===== config.mk =====
export PLATFORM = sky130hd
export DESIGN_NAME = axil_ram_arbiter_flat
export DESIGN_NICKNAME = d
export VERILOG_FILES = /design/src/rtl/axil_ram_arbiter_if.sv /design/src/rtl/axil_ram_arbiter.sv /design/src/flat_wrapper.sv
export SDC_FILE = /design/constraint.sdc
export NUM_CORES = 1
export LEC_CHECK = 0
export CELL_PAD_IN_SITES_DETAIL_PLACEMENT = 0
export CELL_PAD_IN_SITES_GLOBAL_PLACEMENT = 1
export CORE_AREA = 4 4 109 100
export DETAILED_ROUTE_END_ITERATION = 12
export DIE_AREA = 0 0 113 104
export DONT_BUFFER_PORTS = 1
export PLACE_DENSITY = 0.9
export SLEW_MARGIN = 10
export SYNTH_ARGS = -nofsm -noshare
export SYNTH_HDL_FRONTEND = slang
export SYNTH_SLANG_ARGS = --single-unit

===== constraint.sdc =====
create_clock -name clk -period 4.2 [get_ports clk]
set_input_delay 0.84 -clock clk [delete_from_list [all_inputs] [get_ports clk]]
set_output_delay 0.84 -clock clk [all_outputs]
set_load 0.1 [all_outputs]

===== src/rtl/axil_ram_arbiter_if.sv =====
// axil_ram_arbiter_if: two request/response client ports plus the AXI4-Lite master port of the arbiter.
// The master modport is the arbiter's view; slave is the environment's view.
interface axil_ram_arbiter_if #(
    parameter int DATA_WIDTH = 32,
    parameter int ADDR_WIDTH = 5,
    parameter int STRB_WIDTH = DATA_WIDTH / 8
);
    logic                  c0_req_valid, c0_req_ready, c0_req_we;
    logic [ADDR_WIDTH-1:0] c0_req_addr;
    logic [DATA_WIDTH-1:0] c0_req_wdata;
    logic [STRB_WIDTH-1:0] c0_req_wstrb;
    logic                  c0_rsp_valid;
    logic [DATA_WIDTH-1:0] c0_rsp_rdata;
    logic [1:0]            c0_rsp_resp;
    logic                  c1_req_valid, c1_req_ready, c1_req_we;
    logic [ADDR_WIDTH-1:0] c1_req_addr;
    logic [DATA_WIDTH-1:0] c1_req_wdata;
    logic [STRB_WIDTH-1:0] c1_req_wstrb;
    logic                  c1_rsp_valid;
    logic [DATA_WIDTH-1:0] c1_rsp_rdata;
    logic [1:0]            c1_rsp_resp;
    logic [ADDR_WIDTH-1:0] m_axil_awaddr, m_axil_araddr;
    logic [2:0]            m_axil_awprot, m_axil_arprot;
    logic                  m_axil_awvalid, m_axil_awready;
    logic [DATA_WIDTH-1:0] m_axil_wdata, m_axil_rdata;
    logic [STRB_WIDTH-1:0] m_axil_wstrb;
    logic                  m_axil_wvalid, m_axil_wready;
    logic [1:0]            m_axil_bresp, m_axil_rresp;
    logic                  m_axil_bvalid, m_axil_bready;
    logic                  m_axil_arvalid, m_axil_arready;
    logic                  m_axil_rvalid, m_axil_rready;

    modport master (
        input  c0_req_valid, c0_req_we, c0_req_addr, c0_req_wdata, c0_req_wstrb,
        input  c1_req_valid, c1_req_we, c1_req_addr, c1_req_wdata, c1_req_wstrb,
        output c0_req_ready, c0_rsp_valid, c0_rsp_rdata, c0_rsp_resp,
        output c1_req_ready, c1_rsp_valid, c1_rsp_rdata, c1_rsp_resp,
        output m_axil_awaddr, m_axil_awprot, m_axil_awvalid, m_axil_wdata, m_axil_wstrb, m_axil_wvalid,
        output m_axil_bready, m_axil_araddr, m_axil_arprot, m_axil_arvalid, m_axil_rready,
        input  m_axil_awready, m_axil_wready, m_axil_bresp, m_axil_bvalid,
        input  m_axil_arready, m_axil_rdata, m_axil_rresp, m_axil_rvalid
    );

    modport slave (
        output c0_req_valid, c0_req_we, c0_req_addr, c0_req_wdata, c0_req_wstrb,
        output c1_req_valid, c1_req_we, c1_req_addr, c1_req_wdata, c1_req_wstrb,
        input  c0_req_ready, c0_rsp_valid, c0_rsp_rdata, c0_rsp_resp,
        input  c1_req_ready, c1_rsp_valid, c1_rsp_rdata, c1_rsp_resp,
        input  m_axil_awaddr, m_axil_awprot, m_axil_awvalid, m_axil_wdata, m_axil_wstrb, m_axil_wvalid,
        input  m_axil_bready, m_axil_araddr, m_axil_arprot, m_axil_arvalid, m_axil_rready,
        output m_axil_awready, m_axil_wready, m_axil_bresp, m_axil_bvalid,
        output m_axil_arready, m_axil_rdata, m_axil_rresp, m_axil_rvalid
    );
endinterface


===== src/rtl/axil_ram_arbiter.sv =====
// axil_ram_arbiter: shares one AXI4-Lite slave between two single-beat request/response clients.
// Define AXIL_ARB_RR_EN for round-robin arbitration; otherwise client 0 has fixed priority.
module axil_ram_arbiter #(
    parameter int DATA_WIDTH = 32,
    parameter int ADDR_WIDTH = 5,
    parameter int STRB_WIDTH = DATA_WIDTH / 8
) (
    input logic clk,
    input logic rst,
    axil_ram_arbiter_if.master bus
);
    typedef enum logic [2:0] {IDLE, WRITE, WRESP, READ, RRESP, RSP} state_t;

    state_t                r_state, w_next;
    logic                  r_gnt, r_aw_done, r_w_done;
    logic [ADDR_WIDTH-1:0] r_addr;
    logic [DATA_WIDTH-1:0] r_wdata;
    logic [STRB_WIDTH-1:0] r_wstrb;
    logic [DATA_WIDTH-1:0] r_rdata [2];
    logic [1:0]            r_resp [2];
    logic                  w_gnt, w_accept, w_aw_ok, w_w_ok;

`ifdef AXIL_ARB_RR_EN
    logic r_last;
    assign w_gnt = (bus.c0_req_valid && bus.c1_req_valid) ? !r_last : !bus.c0_req_valid;
    always_ff @(posedge clk)
        if (rst) r_last <= 1'b1;
        else if (w_accept) r_last <= w_gnt;
`else
    assign w_gnt = !bus.c0_req_valid;
`endif

    // Gating with rst keeps req_ready low while held in reset.
    assign w_accept = !rst && r_state == IDLE && (bus.c0_req_valid || bus.c1_req_valid);
    assign w_aw_ok  = r_aw_done || (bus.m_axil_awvalid && bus.m_axil_awready);
    assign w_w_ok   = r_w_done || (bus.m_axil_wvalid && bus.m_axil_wready);

    assign bus.c0_req_ready  = w_accept && !w_gnt;
    assign bus.c1_req_ready  = w_accept && w_gnt;
    assign bus.c0_rsp_rdata  = r_rdata[0];
    assign bus.c1_rsp_rdata  = r_rdata[1];
    assign bus.c0_rsp_resp   = r_resp[0];
    assign bus.c1_rsp_resp   = r_resp[1];
    assign bus.m_axil_awaddr = r_addr;
    assign bus.m_axil_araddr = r_addr;
    assign bus.m_axil_awprot = 3'b000;
    assign bus.m_axil_arprot = 3'b000;
    assign bus.m_axil_wdata  = r_wdata;
    assign bus.m_axil_wstrb  = r_wstrb;

    always_ff @(posedge clk)
        r_state <= rst ? IDLE : w_next;

    always_comb begin
        w_next = r_state;
        case (r_state)
            IDLE:    if (w_accept) w_next = (w_gnt ? bus.c1_req_we : bus.c0_req_we) ? WRITE : READ;
            WRITE:   if (w_aw_ok && w_w_ok) w_next = WRESP;
            WRESP:   if (bus.m_axil_bvalid) w_next = RSP;
            READ:    if (bus.m_axil_arready) w_next = RRESP;
            RRESP:   if (bus.m_axil_rvalid) w_next = RSP;
            default: w_next = IDLE;
        endcase
    end

    always_comb begin
        bus.m_axil_awvalid = r_state == WRITE && !r_aw_done;
        bus.m_axil_wvalid  = r_state == WRITE && !r_w_done;
        bus.m_axil_bready  = r_state == WRESP;
        bus.m_axil_arvalid = r_state == READ;
        bus.m_axil_rready  = r_state == RRESP;
        bus.c0_rsp_valid   = r_state == RSP && !r_gnt;
        bus.c1_rsp_valid   = r_state == RSP && r_gnt;
    end

    always_ff @(posedge clk) begin
        if (rst) begin
            r_gnt     <= 1'b0;
            r_addr    <= '0;
            r_wdata   <= '0;
            r_wstrb   <= '0;
            r_aw_done <= 1'b0;
            r_w_done  <= 1'b0;
            r_rdata   <= '{default: '0};
            r_resp    <= '{default: '0};
        end else begin
            if (w_accept) begin
                r_gnt   <= w_gnt;
                r_addr  <= w_gnt ? bus.c1_req_addr : bus.c0_req_addr;
                r_wdata <= w_gnt ? bus.c1_req_wdata : bus.c0_req_wdata;
                r_wstrb <= w_gnt ? bus.c1_req_wstrb : bus.c0_req_wstrb;
            end
            // A done flag survives only while its partner channel is still pending.
            r_aw_done <= r_state == WRITE && w_aw_ok && !w_w_ok;
            r_w_done  <= r_state == WRITE && w_w_ok && !w_aw_ok;
            if (r_state == WRESP && bus.m_axil_bvalid) begin
                r_rdata[r_gnt] <= '0;
                r_resp[r_gnt]  <= bus.m_axil_bresp;
            end
            if (r_state == RRESP && bus.m_axil_rvalid) begin
                r_rdata[r_gnt] <= bus.m_axil_rdata;
                r_resp[r_gnt]  <= bus.m_axil_rresp;
            end
        end
    end
endmodule


===== src/flat_wrapper.sv =====
// flat-port wrapper written by rule: the top's interface ports become plain ports
module axil_ram_arbiter_flat 
#(
    parameter int DATA_WIDTH = 32,
    parameter int ADDR_WIDTH = 5,
    parameter int STRB_WIDTH = DATA_WIDTH / 8
)
  (clk, rst, bus_c0_req_valid, bus_c0_req_we, bus_c0_req_addr, bus_c0_req_wdata, bus_c0_req_wstrb, bus_c1_req_valid, bus_c1_req_we, bus_c1_req_addr, bus_c1_req_wdata, bus_c1_req_wstrb, bus_c0_req_ready, bus_c0_rsp_valid, bus_c0_rsp_rdata, bus_c0_rsp_resp, bus_c1_req_ready, bus_c1_rsp_valid, bus_c1_rsp_rdata, bus_c1_rsp_resp, bus_m_axil_awaddr, bus_m_axil_awprot, bus_m_axil_awvalid, bus_m_axil_wdata, bus_m_axil_wstrb, bus_m_axil_wvalid, bus_m_axil_bready, bus_m_axil_araddr, bus_m_axil_arprot, bus_m_axil_arvalid, bus_m_axil_rready, bus_m_axil_awready, bus_m_axil_wready, bus_m_axil_bresp, bus_m_axil_bvalid, bus_m_axil_arready, bus_m_axil_rdata, bus_m_axil_rresp, bus_m_axil_rvalid);
  axil_ram_arbiter_if #(.DATA_WIDTH(DATA_WIDTH), .ADDR_WIDTH(ADDR_WIDTH), .STRB_WIDTH(STRB_WIDTH)) bus_i ();
  input logic clk;
  input logic rst;
  input wire logic [$bits(bus_i.c0_req_valid)-1:0] bus_c0_req_valid;
  input wire logic [$bits(bus_i.c0_req_we)-1:0] bus_c0_req_we;
  input wire logic [$bits(bus_i.c0_req_addr)-1:0] bus_c0_req_addr;
  input wire logic [$bits(bus_i.c0_req_wdata)-1:0] bus_c0_req_wdata;
  input wire logic [$bits(bus_i.c0_req_wstrb)-1:0] bus_c0_req_wstrb;
  input wire logic [$bits(bus_i.c1_req_valid)-1:0] bus_c1_req_valid;
  input wire logic [$bits(bus_i.c1_req_we)-1:0] bus_c1_req_we;
  input wire logic [$bits(bus_i.c1_req_addr)-1:0] bus_c1_req_addr;
  input wire logic [$bits(bus_i.c1_req_wdata)-1:0] bus_c1_req_wdata;
  input wire logic [$bits(bus_i.c1_req_wstrb)-1:0] bus_c1_req_wstrb;
  output wire logic [$bits(bus_i.c0_req_ready)-1:0] bus_c0_req_ready;
  output wire logic [$bits(bus_i.c0_rsp_valid)-1:0] bus_c0_rsp_valid;
  output wire logic [$bits(bus_i.c0_rsp_rdata)-1:0] bus_c0_rsp_rdata;
  output wire logic [$bits(bus_i.c0_rsp_resp)-1:0] bus_c0_rsp_resp;
  output wire logic [$bits(bus_i.c1_req_ready)-1:0] bus_c1_req_ready;
  output wire logic [$bits(bus_i.c1_rsp_valid)-1:0] bus_c1_rsp_valid;
  output wire logic [$bits(bus_i.c1_rsp_rdata)-1:0] bus_c1_rsp_rdata;
  output wire logic [$bits(bus_i.c1_rsp_resp)-1:0] bus_c1_rsp_resp;
  output wire logic [$bits(bus_i.m_axil_awaddr)-1:0] bus_m_axil_awaddr;
  output wire logic [$bits(bus_i.m_axil_awprot)-1:0] bus_m_axil_awprot;
  output wire logic [$bits(bus_i.m_axil_awvalid)-1:0] bus_m_axil_awvalid;
  output wire logic [$bits(bus_i.m_axil_wdata)-1:0] bus_m_axil_wdata;
  output wire logic [$bits(bus_i.m_axil_wstrb)-1:0] bus_m_axil_wstrb;
  output wire logic [$bits(bus_i.m_axil_wvalid)-1:0] bus_m_axil_wvalid;
  output wire logic [$bits(bus_i.m_axil_bready)-1:0] bus_m_axil_bready;
  output wire logic [$bits(bus_i.m_axil_araddr)-1:0] bus_m_axil_araddr;
  output wire logic [$bits(bus_i.m_axil_arprot)-1:0] bus_m_axil_arprot;
  output wire logic [$bits(bus_i.m_axil_arvalid)-1:0] bus_m_axil_arvalid;
  output wire logic [$bits(bus_i.m_axil_rready)-1:0] bus_m_axil_rready;
  input wire logic [$bits(bus_i.m_axil_awready)-1:0] bus_m_axil_awready;
  input wire logic [$bits(bus_i.m_axil_wready)-1:0] bus_m_axil_wready;
  input wire logic [$bits(bus_i.m_axil_bresp)-1:0] bus_m_axil_bresp;
  input wire logic [$bits(bus_i.m_axil_bvalid)-1:0] bus_m_axil_bvalid;
  input wire logic [$bits(bus_i.m_axil_arready)-1:0] bus_m_axil_arready;
  input wire logic [$bits(bus_i.m_axil_rdata)-1:0] bus_m_axil_rdata;
  input wire logic [$bits(bus_i.m_axil_rresp)-1:0] bus_m_axil_rresp;
  input wire logic [$bits(bus_i.m_axil_rvalid)-1:0] bus_m_axil_rvalid;
  assign bus_i.c0_req_valid = bus_c0_req_valid;
  assign bus_i.c0_req_we = bus_c0_req_we;
  assign bus_i.c0_req_addr = bus_c0_req_addr;
  assign bus_i.c0_req_wdata = bus_c0_req_wdata;
  assign bus_i.c0_req_wstrb = bus_c0_req_wstrb;
  assign bus_i.c1_req_valid = bus_c1_req_valid;
  assign bus_i.c1_req_we = bus_c1_req_we;
  assign bus_i.c1_req_addr = bus_c1_req_addr;
  assign bus_i.c1_req_wdata = bus_c1_req_wdata;
  assign bus_i.c1_req_wstrb = bus_c1_req_wstrb;
  assign bus_c0_req_ready = bus_i.c0_req_ready;
  assign bus_c0_rsp_valid = bus_i.c0_rsp_valid;
  assign bus_c0_rsp_rdata = bus_i.c0_rsp_rdata;
  assign bus_c0_rsp_resp = bus_i.c0_rsp_resp;
  assign bus_c1_req_ready = bus_i.c1_req_ready;
  assign bus_c1_rsp_valid = bus_i.c1_rsp_valid;
  assign bus_c1_rsp_rdata = bus_i.c1_rsp_rdata;
  assign bus_c1_rsp_resp = bus_i.c1_rsp_resp;
  assign bus_m_axil_awaddr = bus_i.m_axil_awaddr;
  assign bus_m_axil_awprot = bus_i.m_axil_awprot;
  assign bus_m_axil_awvalid = bus_i.m_axil_awvalid;
  assign bus_m_axil_wdata = bus_i.m_axil_wdata;
  assign bus_m_axil_wstrb = bus_i.m_axil_wstrb;
  assign bus_m_axil_wvalid = bus_i.m_axil_wvalid;
  assign bus_m_axil_bready = bus_i.m_axil_bready;
  assign bus_m_axil_araddr = bus_i.m_axil_araddr;
  assign bus_m_axil_arprot = bus_i.m_axil_arprot;
  assign bus_m_axil_arvalid = bus_i.m_axil_arvalid;
  assign bus_m_axil_rready = bus_i.m_axil_rready;
  assign bus_i.m_axil_awready = bus_m_axil_awready;
  assign bus_i.m_axil_wready = bus_m_axil_wready;
  assign bus_i.m_axil_bresp = bus_m_axil_bresp;
  assign bus_i.m_axil_bvalid = bus_m_axil_bvalid;
  assign bus_i.m_axil_arready = bus_m_axil_arready;
  assign bus_i.m_axil_rdata = bus_m_axil_rdata;
  assign bus_i.m_axil_rresp = bus_m_axil_rresp;
  assign bus_i.m_axil_rvalid = bus_m_axil_rvalid;
  axil_ram_arbiter #(.DATA_WIDTH(DATA_WIDTH), .ADDR_WIDTH(ADDR_WIDTH), .STRB_WIDTH(STRB_WIDTH)) u_core (.clk(clk), .rst(rst), .bus(bus_i));
endmodule

==> run_results.csv <==
group,metric,value,unit
yosys,yosysTopAreaCellShare,0.501,
detailed_routing,drt_iter0_drc,249,
clock_network,worstSkewPairLatency,0.50,ns
floorplan,core-area,9660,um2
sta,max_freq,319,MHz
clock_network,tritoncts,"built",
worst_setup_path,start_kind,"flip-flop",
worst_setup_path,ff2ff_path_depth,5,
clock_network,cts.hold.buffers_added,0,
sta,min_period,3.13,ns
layout,syn2layout_area_growth,13.8,%
global_routing,grt_max_degree,119,
yosys,syn_area,4590,um2
yosys,synth_area_leaders,"dfxtp_1 (50%), a22oi_1 (10%), nor2_1 (9.4%)",
worst_setup_path,required,3.36,ns
clock_network,path_clk_slew,0.06,ns
sta,max_slew_margin,0.273,
global_routing,gr-total-overflow,0,
layout,drive_above_1_share,0.122,
global_routing,grt_pass1_vias,3648,
clock_network,ctsResizeCount,0,
clock_network,cts_setup_buffers,0,
yosys,ys_ff_latch,115,
clock_network,clockRootBuffer,"clkbuf_8",
layout,fin_nets,592,
global_routing,antenna_found_initial,0,
layout,postLayoutCellArea,5230,um2
floorplan,die-height,104,um
yosys,async_flop_share,0,
clock_network,cts_sinks,115,
sta,maxSlewViolCount,0,
power,power-per-cell-area,798,nW/um2
yosys,yosysWarnings,0,
yosys,synth_ff_type,"dfxtp_1",
detailed_routing,vias_per_cell,5.89,
clock_network,htreeDepth,4,
detailed_routing,num_vias,3543,
worst_setup_path,critPathLaunch,"u_core.r_state[0]",
sta,finalCritPeriodShare,0.746,
run,cap_violations,0,
yosys,netlist_instances,485,
detailed_routing,drt-total-wl,12.1,mm
floorplan,rows,34,
worst_setup_path,r2r-start,"u_core.r_state[1]",
detailed_routing,post_drt_wl_per_cell,20.1,um
floorplan,die_x,113,um
sta,rsz0062_at_grt,"false",
layout,fillers,843,
floorplan,initial_core_util,0.476,
worst_setup_path,cp-end-kind,"output pin",
place,hpwlAfterDp,8.52,mm
place,dpl_cell_area,4630,um2
yosys,synth-seq-area-share,0.501,
global_routing,grt_pass1_wl,19.3,mm
sta,setup_violations,0,
sta,worst_pin_slew,1.09,ns
global_routing,gr-usage-all-layers,0.201,
yosys,synth_top_area_cell,"dfxtp_1",
sta,fin_skew,0.0126,ns
yosys,avgSynthCellArea,9.47,um2
layout,layout_common_cells,"nor2_1 (113), dfxtp_1 (110), a22oi_1 (64)",
clock_network,cts_buffers,17,
worst_hold_path,hold_path_class,"input port to flip-flop",
power,power,4.17,mW
worst_setup_path,regToRegSetupSlack,1.72,ns
layout,antenna_cells,0,
clock_network,cts.path.max_buffers,2,
power,ir_drop,0.501,mV
layout,final_common_cell,"nor2_1",
power,leakage,1.99,nW
worst_setup_path,endpoint,"bus_m_axil_awvalid",
detailed_routing,ant_nets,0,
detailed_routing,drc,0,
floorplan,pin_count,258,
place,io_buffers,0,
floorplan,die_area,11800,um2
yosys,synth_cell_types,34,
detailed_routing,dr.pass1.iters,5,
yosys,synth_edf_count,0,
outcome,outcome,"complete, no violations",
worst_setup_path,path_max_fanout,16,
place,gp_congestion,0.756,
worst_setup_path,critical_path_class,"flip-flop to output pin",
sta,whs,0.425,ns
worst_setup_path,cp.arrival,2.29,ns
sta,finalSetupTns,0,ns
sta,final_hold_viol_count,0,
layout,fin_util,0.541,
## power breakdown
group	switching (mW)	internal, mW
Clock	0.525	0.911
Sequential	1.01	1.22
Combinational	0.331	0.176
## synth_stat cells (5+ instances only)
cell type and instances:
buf_2 26, buf_4 12, nor2b_1 5, mux2i_1 42
nor2_1 115, dfxtp_1 115, o22ai_1 5, nor3_1 6
a211oi_1 43, clkbuf_1 15, a22oi_1 64, nand2_1 5
## cell families (layout without fill, tap and decap cells)
kind of cell           Yosys count  count (layout)  synth area share
AO/OA/AOI/OAI                  123             123             0.199
buffers and inverters           58              44            0.0692
flip-flops                     115             115             0.501
multiplexers                    43              43            0.0940
other                            1               6          0.000816
AND/OR/NAND/NOR                145             145             0.136
## critical path: stages, from the launching register on
cell and delay (ns):
dfxtp_1 0.71, nand2_1 0.22, nor2_2 0.87
## cell type report
| type | instances | area (um2) | area share |
|---|---|---|---|
| clock buffer | 18 | 418 | 0.0799 |
| clock inverter | 14 | 180 | 0.0345 |
| inverter | 1 | 3.75 | 0.000718 |
| multi-input combinational | 317 | 2040 | 0.391 |
| sequential | 115 | 2310 | 0.441 |
| tap | 126 | 158 | 0.0302 |
| timing repair buffer | 11 | 118 | 0.0225 |
## worst min-delay path by stage
stage	start	slack, ns	end	depth (start not counted)
3_5_place_dp	u_core.r_w_done	0.57	u_core.r_w_done	2
3_3_place_gp	u_core.r_w_done	0.55	u_core.r_w_done	2
4_1_cts	rst	0.38	u_core.bus.m_axil_wdata[27]	1
6_report	rst	0.42	u_core.bus.m_axil_wdata[27]	1
2_1_floorplan	u_core.r_gnt	0.52	u_core.r_gnt	2
5_1_grt	rst	0.40	u_core.bus.m_axil_wstrb[3]	1
## stage by stage
| stage | instances | worst slack, ns |
|---|---|---|
| 2_1_floorplan | 490 | 0.450 |
| 3_3_place_gp | 570 | 1.43 |
| 3_5_place_dp | 570 | 1.40 |
| 4_1_cts | 602 | 1.04 |
| 5_1_grt | 602 | 0.925 |
| 6_report | 602 | 1.07 |
## metal layers
layer | routed length, um | track usage | vias up
met5 | 0 | 0 | -
met4 | 156 | 0.0687 | 0
met3 | 1070 | 0.0774 | 10
met2 | 6200 | 0.343 | 154
met1 | 4700 | 0.228 | 1681
li1 | - | - | 1698
No activity file was read; power rests on OpenSTA's default activity.
